===== config.mk =====
export PLATFORM = sky130hd
export DESIGN_NAME = mean_window_buffer
export DESIGN_NICKNAME = d
export VERILOG_FILES = /design/src/rtl/mwb_pkg.sv /design/src/rtl/mwb_ram.sv /design/src/rtl/mean_window_buffer.sv
export SDC_FILE = /design/constraint.sdc
export NUM_CORES = 1
export LEC_CHECK = 0
export ABC_AREA = 1
export CAP_MARGIN = 5
export CORE_MARGIN = 2
export CORE_UTILIZATION = 35
export CTS_BUF_LIST = sky130_fd_sc_hd__clkbuf_16
export DETAILED_ROUTE_END_ITERATION = 10
export PLACE_DENSITY = 0.49
export SYNTH_ARGS = -nofsm -noshare
export SYNTH_HDL_FRONTEND = slang
export SYNTH_SLANG_ARGS = --single-unit

===== constraint.sdc =====
create_clock -name clk -period 7.8 [get_ports clk]
set_input_delay 0.78 -clock clk [delete_from_list [all_inputs] [get_ports clk]]
set_output_delay 0.78 -clock clk [all_outputs]
set_load 0.005 [all_outputs]

===== src/rtl/mwb_pkg.sv =====
// Shared types and default sizing for the running-mean window buffer.
package mwb_pkg;

  localparam int DEF_DATA_W = 32;
  localparam int DEF_DEPTH  = 16;

  localparam int DEF_PTR_W  = $clog2(DEF_DEPTH);
  localparam int DEF_CNT_W  = $clog2(DEF_DEPTH) + 1;

  typedef enum logic {
    FILL   = 1'b0,
    STEADY = 1'b1
  } mwb_state_e;

endpackage


===== src/rtl/mwb_ram.sv =====
// DEPTH x DATA_W sample store: one write port, combinational read on the same
// address, so a read in the write cycle returns the pre-write contents.
module mwb_ram #(
  parameter int DATA_W = 32,
  parameter int DEPTH  = 16
) (
  input  logic                     clk,
  input  logic                     we,
  input  logic [$clog2(DEPTH)-1:0] addr,
  input  logic [DATA_W-1:0]        wdata,
  output logic [DATA_W-1:0]        rdata
);

  logic [DATA_W-1:0] mem [DEPTH];

  // Deliberately unreset; the FSM masks stale contents during fill.
  always_ff @(posedge clk) begin
    if (we) mem[addr] <= wdata;
  end

  assign rdata = mem[addr];

endmodule


===== src/rtl/mean_window_buffer.sv =====
// Sliding-window sample store: emits each accepted sample with the one leaving
// the window (zero while filling). Optional synchronous clear via MWB_FLUSH_EN.
module mean_window_buffer
  import mwb_pkg::*;
#(
  parameter int DATA_W = DEF_DATA_W,
  parameter int DEPTH  = DEF_DEPTH
) (
  input  logic                   clk,
  input  logic                   rst_n,
`ifdef MWB_FLUSH_EN
  input  logic                   flush,
`endif
  input  logic                   in_valid,
  output logic                   in_ready,
  input  logic [DATA_W-1:0]      in_data,
  output logic                   out_valid,
  input  logic                   out_ready,
  output logic [DATA_W-1:0]      out_new,
  output logic [DATA_W-1:0]      out_old,
  output logic                   out_full,
  output logic [$clog2(DEPTH):0] fill_cnt
);

  localparam int PW = $clog2(DEPTH);
  localparam int CW = PW + 1;
  localparam logic [CW-1:0] CNT_LAST = CW'(DEPTH - 1);

  mwb_state_e        state;
  logic [PW-1:0]     wr_ptr;
  logic [DATA_W-1:0] slot;
  logic              accept;
  logic              clr;

`ifdef MWB_FLUSH_EN
  assign clr      = flush;
`else
  assign clr      = 1'b0;
`endif

  assign in_ready = (!out_valid || out_ready) && !clr;
  assign accept   = in_valid && in_ready;
  assign out_full = (state == STEADY);

  mwb_ram #(
    .DATA_W (DATA_W),
    .DEPTH  (DEPTH)
  ) u_ram (
    .clk   (clk),
    .we    (accept),
    .addr  (wr_ptr),
    .wdata (in_data),
    .rdata (slot)
  );

  always_ff @(posedge clk or negedge rst_n) begin
    if (!rst_n) begin
      state     <= FILL;
      wr_ptr    <= '0;
      fill_cnt  <= '0;
      out_valid <= 1'b0;
      out_new   <= '0;
      out_old   <= '0;
    end else if (clr) begin
      // Sample data registers keep their value; out_valid=0 hides them.
      state     <= FILL;
      wr_ptr    <= '0;
      fill_cnt  <= '0;
      out_valid <= 1'b0;
    end else if (accept) begin
      out_valid <= 1'b1;
      out_new   <= in_data;
      out_old   <= (state == STEADY) ? slot : '0;
      wr_ptr    <= wr_ptr + PW'(1);
      if (state == FILL) begin
        fill_cnt <= fill_cnt + CW'(1);
        if (fill_cnt == CNT_LAST) state <= STEADY;
      end
    end else if (out_ready) begin
      out_valid <= 1'b0;
    end
  end

endmodule


### Word-level counts from Yosys, hierarchy flattened

Memories as Yosys holds them, arrays and structs flattened.
Cells that the tools add are included.

* flip-flop bits (word level): 75
* bits in latches: 0
* memory bits (writable): 512
* bits in read-only memories: 0
* input port bits: 36
* output and inout bits: 72
* logic and storage cells: 23
* memories kept: 1

* add/subtract/negate cells: 2
* multipliers: 0
* div/mod/pow operators: 0
* $lt $le $gt $ge: 0
* equality and inequality tests: 1
* shift operators: 0
* mux-type cells: 7
* bitwise logic cells: 1
* reduce and logical (&&, ||, !) cells: 5

Memory list
* u_ram.mem: depth 16, width 32, rd ports 1, clocked after Yosys merged registers in 0, wr ports 1, line mwb_ram.sv:14 `logic [DATA_W-1:0] mem [DEPTH];`

Operators by type and width (count)
* 32-bit two-way mux: 1
* 1-bit two-way mux: 6
* 5-bit by 1-bit adder with 5-bit output, second input constant: 1
* 5-bit by 4-bit == test with 1-bit output, second input constant: 1
* 4-bit by 1-bit adder with 4-bit output, second input constant: 1
* 2-bit AND reduction: 1
* 2-bit nonzero test: 1
* 1-bit logical AND: 1
* 1-bit logical NOT: 1
* 1-bit logical OR: 1
* 1-bit NOT: 1

### Depth between registers and ports, before layout

Gate-level depths: netlist (run 1).

* depth after elaboration: 5
* depth in mapped cells: 11
* mapped depth without buffers: 9

### By module

Synthesis (run 1) repeated with hierarchy kept, for this count alone.

* cell total of the unflattened synthesis: 2417
* area, all modules: 24693.7 um^2

By module, submodules not included
* mwb_ram: instances 1, cells each 2081, area each 21573.2 um^2, sequential area each 15374.7 um^2
* mean_window_buffer: instances 1, cells each 336, area each 3120.5 um^2, sequential area each 1876.8 um^2

### Worst setup path before layout (run 1)

Ideal clock, no wire load.

* kind: input-to-reg
* start point: input port out_ready
* end point: memory u_ram.mem[0][0] (enable)
* library setup time: 0.421 ns
* arrival time: 2.763 ns
* required time: 7.379 ns
* setup slack: 4.616 ns
* stages on the path: 7
* buffers on the path: 1
* cells stage by stage: inv_1 -> nand2_1 -> nand2_1 -> inv_1 -> buf_2 -> nand2_1 -> nor2_1

* cells in the longest elaborated chain, start to end: 4

Ends and longest elaborated chain
* start: declaration: line mean_window_buffer.sv:18 `input logic out_ready,`
* 1-bit logical OR: line mean_window_buffer.sv:41 `assign in_ready = (!out_valid || out_ready) && !clr;`
* net in_ready: line mean_window_buffer.sv:15 `output logic in_ready,`
* 1-bit logical AND: line mean_window_buffer.sv:42 `assign accept = in_valid && in_ready;`
* 1-bit two-way mux: line mwb_ram.sv:18 `if (we) mem[addr] <= wdata;`
* 1-bit two-way mux (not written as such): line mwb_ram.sv:18
* end: declaration: line mwb_ram.sv:14

The timed path passes the listed nets, and every way through them passes these cells.

### Worst setup path in the final report (run 1)

* start point: input port out_ready
* end point: memory u_ram.mem[11][9] (enable)

* cells in the longest elaborated chain, start to end: 4

Ends and longest elaborated chain (line)
* 1-bit logical OR: mean_window_buffer.sv:41
* 1-bit logical AND: mean_window_buffer.sv:42
* 1-bit two-way mux: mwb_ram.sv:18
* 1-bit two-way mux (not written as such): mwb_ram.sv:18

No other way between the ends.

==> results of run 1 <==
-- kinds of logic after synthesis --
kind of cell / synth area share, %
buf+inv: 9.552
compound gates: 0.6752
flops: 68.45
mux: 0.04468
fa+ha+maj: 0.2979
xor+xnor: 0.2085
simple gates: 20.77
-- critical path, stage by stage --
cell and delay [ns]:
clkdlybuf4s50_1 0.48, inv_1 0.05, nand2_1 0.14, nand2_4 0.29, inv_2 0.13, buf_4 0.50
nand2_1 0.45, nor2_4 0.99
-- registers in the layout, summed over array words and instances, names as in the netlist --
name / cells
wr_ptr: 4
out_new: 32
out_valid: 1
out_old: 32
out_full: 1
fill_cnt: 5
u_ram.mem: 512
-- worst paths after layout --
kind / startpoint / endpoint / slack, ns / depth (start not counted)
hold reg to reg: out_old[10] / out_old[10] / 0.47 / 2
min in group clk: out_old[10] / out_old[10] / 0.47 / 2
setup reg to reg: wr_ptr[1] / u_ram.mem[4][7] / 4.32 / 4
hold / removal: rst_n / out_old[12] / 0.07 / 1
setup / recovery: out_ready / u_ram.mem[11][9] / 4.11 / 8
max in group asynchronous: rst_n / wr_ptr[1] / 6.45 / 2
-- routing by layer --
| metal | wire length [um] | share of wire, % |
|---|---|---|
| met1 | 31300 | 47 |
| met2 | 29670 | 45 |
| met3 | 3726 | 5.6 |
| met4 | 1296 | 2.0 |
| met5 | 0 | 0 |
-- power by group --
part / internal, mW / total (mW) / switching (mW) / leakage [nW]
sequential: 3.74 / 3.93 / 0.194 / 5.55
combinational: 0.869 / 2.92 / 2.05 / 6.44
clock: 1.70 / 2.95 / 1.25 / 1.10
total: 6.30 / 9.80 / 3.50 / 13.1
-- cells in the mapped netlist, drive strengths merged --
| cell | count |
|---|---|
| nor2 | 23 |
| xnor2 | 1 |
| ha | 6 |
| dfrtp | 75 |
| nand3 | 225 |
| buf | 91 |
| inv | 461 |
| mux2 | 1 |
| xor2 | 5 |
| edfxtp | 512 |
| nand2 | 1070 |
| o21ai | 34 |
| nand4 | 1 |
| clkbuf | 20 |
-- area by class of cell --
type | count | area (um^2)
Fill cell | 6947 | 42230
Multi-Input combinational cell | 1366 | 5702
Tap cell | 950 | 1189
Timing Repair Buffer | 119 | 1171
Clock inverter | 51 | 270.3
Sequential cell | 587 | 17260
Antenna cell | 1 | 2.502
Clock buffer | 72 | 1802
Inverter | 461 | 1738
==> metrics.cfg, run 1 <==
[outcome]
outcome=complete, no violations

[timing]
worst_pin_slew_ns=1.275
setup_viol=0
final-max-slew-violation-count=0
fin_skew_ns=0.02988
finalCriticalPeriod_ns=3.694
fin_setup_tns_ns=0
fin_ws_ns=4.106
relSlewSlack_pct=15.01
timing.fmax_mhz=270.7
rsz0062_at_grt=false
hold_ws_ns=0.06507
hold_viol=0
post-route-period-util_pct=47.36

[finish]
final_common_cell=nand2_1
drive_above_1_share_pct=4.706
fin_util_pct=40.82
syn_to_final_growth_pct=15.59
final_cell_mix=nand2_1 (1069), edfxtp_1 (512), inv_1 (480), nand3_1 (225), clkdlybuf4s50_1 (106)
fin_nets=2644
final_area_mm2=0.02913
stdcell_count=3607

[floorplan]
core-area_mm2=0.07136
die_h_um=272.3
rows=98
die_w_um=272.3
start_util_pct=35.32
num_io_pins=108
die_area_mm2=0.07417

[critical_path]
start_kind=primary input
crit_required_ns=7.99
worstPathMaxFanout=41
critPathKind=in -> reg
end_kind=flop
arrival_ns=3.89

[global_route]
grt_max_degree=163
grt-busiest-layer=met2
grt_pass1_wl_um=99350
overflow=0
antenna_found_initial=2
grt_usage_pct=17.84
use_met3_pct=2.759
met1_usage_pct=25.91
grt_pass1_vias=15970
gr-usage-met2_pct=27.70

[pwr]
ir_drop_mv=0.2255
static-leakage-power_nw=13.09
total_power_mw=9.800
powerDensity_mw_per_mm2=336.4

[clock_tree]
post_cts_buffers=0
cts.path.max_buffers=3
cts.sinks=587
cts_tree=yes
htreeDepth=3
cts-buffers-inserted=67
hold_buffers=0
clkTransAtPathRegs_ns=0.06
clock_latency_ns=0.61
cts-root-buf=clkbuf_16
cts.repair.resized=0

[place]
gp_congestion=0.7999
placed_area_mm2=0.02706
dp_hpwl_um=37060
dp.cells=3483
post-place-ws_ns=3.433
port-buffer-count=107

[job]
maxCapViolations=0

[routing]
viasPerCell=4.597
dr.pass1.iters=5
route.detailed.drc=0
finalWirelength_um=65990
ant_nets=0
wl_per_cell_um=18.29
drtIter0Drc=1278
vias=16580

[synth]
synth_area_mm2=0.02520
syn_inst=2525
syn_area_per_cell_um2=9.981
synth_largest_area_cell=edfxtp_1
yosys_warnings=0
synth.top_cells.by_area=edfxtp_1 (61%), nand2_1 (16%), dfrtp_1 (7.4%), inv_1 (6.8%), nand3_1 (4.5%)
ys_seq_area_share_pct=68.45
ys_seq_elements=587
synth.distinct_cells=20
synth_nets=2567
yosysTopAreaCellShare_pct=61.00

[hold_path]
hold_path.class=in -> async

Power figures use the tool's default switching activity.
==> run 2: changes to the inputs <==
==> constraint.sdc (replaced) <==
create_clock -name clk -period 3.72 [get_ports clk]
set_input_delay 0.372 -clock clk [delete_from_list [all_inputs] [get_ports clk]]
set_output_delay 0.372 -clock clk [all_outputs]
set_load 0.005 [all_outputs]
==> run 2 against run 1 <==
  * Non-clock buffer count is 35 higher
  * Routed wire length is 0.55% higher
  * Critical path depth is 1 lower
  * Hold slack better by 0.35 ns
  * Via count hardly changed
  * Combinational power is 110% higher
  * Clock power is 110% higher
  * Clock-buffer cell count is 3 lower
  * Setup slack worse by 3.0 ns
  * Critical endpoint is now out_old[0]
  * Sequential power is 110% higher
  * Flip-flop and latch count stayed put
==> metrics.cfg, run 2 (synthesis results as in run 1) <==
[global_route]
grt_pass1_vias=16190
overflow=0
grt_max_degree=147
grt_usage_pct=17.96
grt_pass1_wl_um=100300
antenna_found_initial=0

[place]
gp_congestion=0.7360
port-buffer-count=107
post-place-ws_ns=0.9567
dp_hpwl_um=35930
placed_area_mm2=0.02750

[timing]
rsz0062_at_grt=false
relSlewSlack_pct=27.25
fin_setup_tns_ns=0
timing.fmax_mhz=382.4
setup_viol=0
worst_pin_slew_ns=1.091
fin_ws_ns=1.105
fin_skew_ns=0.02195
hold_viol=0
finalCriticalPeriod_ns=2.615
post-route-period-util_pct=70.29
final-max-slew-violation-count=0

[critical_path]
end_kind=flop
rr_worst_depth=7
reg2reg_setup_slack_ns=1.11
worstPathMaxFanout=14
start_kind=flop
critPathKind=reg -> reg
arrival_ns=3.08
r2r-start=wr_ptr[3]
crit_required_ns=4.18
r2r_end=out_old[0]

[routing]
ant_nets=0
vias=16590
dr.pass1.iters=5
route.detailed.drc=0
wl_per_cell_um=18.24
drtIter0Drc=1255
finalWirelength_um=66350
viasPerCell=4.560

[finish]
fin_nets=2678
drive_above_1_share_pct=5.917
seq_area_mm2=0.01726
diodes=0
largest_reg_flops=512
final_common_cell=nand2_1
fin_util_pct=41.45
top_regs=u_ram.mem: 512 flops, out_new: 32 flops, out_old: 32 flops
syn_to_final_growth_pct=17.38
top_register=u_ram.mem
final_area_mm2=0.02958
final_cell_mix=nand2_1 (1069), edfxtp_1 (512), inv_1 (478), nand3_1 (225), clkdlybuf4s50_1 (106)
multi_input_area_mm2=0.005702
fillers=6903

[job]
maxCapViolations=0

[hold_path]
hold_path.class=in -> async

[pwr]
ir_drop_mv=0.6542
static-leakage-power_nw=13.31
powerDensity_mw_per_mm2=697.4

[floorplan]
core-area_mm2=0.07136
start_util_pct=35.32
die_area_mm2=0.07417
num_io_pins=108
rows=98
die_w_um=272.3
die_h_um=272.3

[clock_tree]
cts.repair.resized=0
hold_buffers=1
cts_tree=yes
cts.path.max_buffers=3
htreeDepth=3
post_cts_buffers=0
cts-buffers-inserted=66
clock_latency_ns=0.60
cts-root-buf=clkbuf_16
cts.sinks=587
clkTransAtPathRegs_ns=0.06

[outcome]
outcome=complete, no violations

run 2: cell count changes in the layout (fill, tap and decap cells not counted), sizes merged:
cell / before / now
diode: 1 / 0
dlygate4sd3: 0 / 1
inv: 484 / 485
bufinv: 1 / 5
clkbuf: 72 / 69
clkinv: 27 / 21
buf: 13 / 47
run 2: cell type report:
type                            count  share of cell area (%)
Sequential cell                   587                   58.34
Multi-Input combinational cell   1366                   19.27
Inverter                          461                   5.875
Clock buffer                       69                   5.837
Timing Repair Buffer              154                   5.490
Tap cell                          950                   4.018
Clock inverter                     50                   1.167
run 2: stage by stage:
| step | hold WS [ns] | power, mW | cells |
|---|---|---|---|
| after CTS | 0.4008 | 20.92 | 3637 |
| after global routing | 0.4489 | 21.85 | 3637 |
| after detailed placement | 0.4648 | 14.57 | 3517 |
| final | 0.4123 | 20.63 | 3637 |
| after global placement | 0.4615 | 14.53 | 3517 |
| after floorplan | 0.07641 | 12.37 | 2525 |
run 2: report_power, final:
group	switching (mW)	internal, mW
clock network	2.58	3.69
registers	0.300	7.83
logic	4.29	1.94
run 2: metal layers:
metal | vias to the layer above | wire length (um) | global-route usage (%)
met3 | 83 | 2948 | 2.574
met4 | 0 | 1351 | 5.437
met5 | - | 0 | 0
met1 | 8011 | 30600 | 24.55
li1 | 8104 | - | -
met2 | 388 | 31440 | 29.64
run 2: worst max-delay path by stage:
stage / slack (ns) / depth (start not counted) / startpoint / to
2_1_floorplan: 0.84 / 7 / wr_ptr[0] / u_ram.mem[10][0]
3_3_place_gp: 0.99 / 9 / out_ready / u_ram.mem[1][1]
3_5_place_dp: 0.96 / 9 / out_ready / u_ram.mem[1][3]
4_1_cts: 1.09 / 7 / wr_ptr[2] / out_old[0]
5_1_grt: 0.97 / 7 / wr_ptr[2] / out_old[0]
6_report: 1.11 / 7 / wr_ptr[3] / out_old[0]
run 2: critical path: stages (launching register included):
cell	delay, ns
dfrtp_1	0.46
nand2_1	0.38
clkinv_1	0.66
buf_4	0.46
nand2_1	0.10
nand2_1	0.10
o21ai_1	0.24
nand2_1	0.07
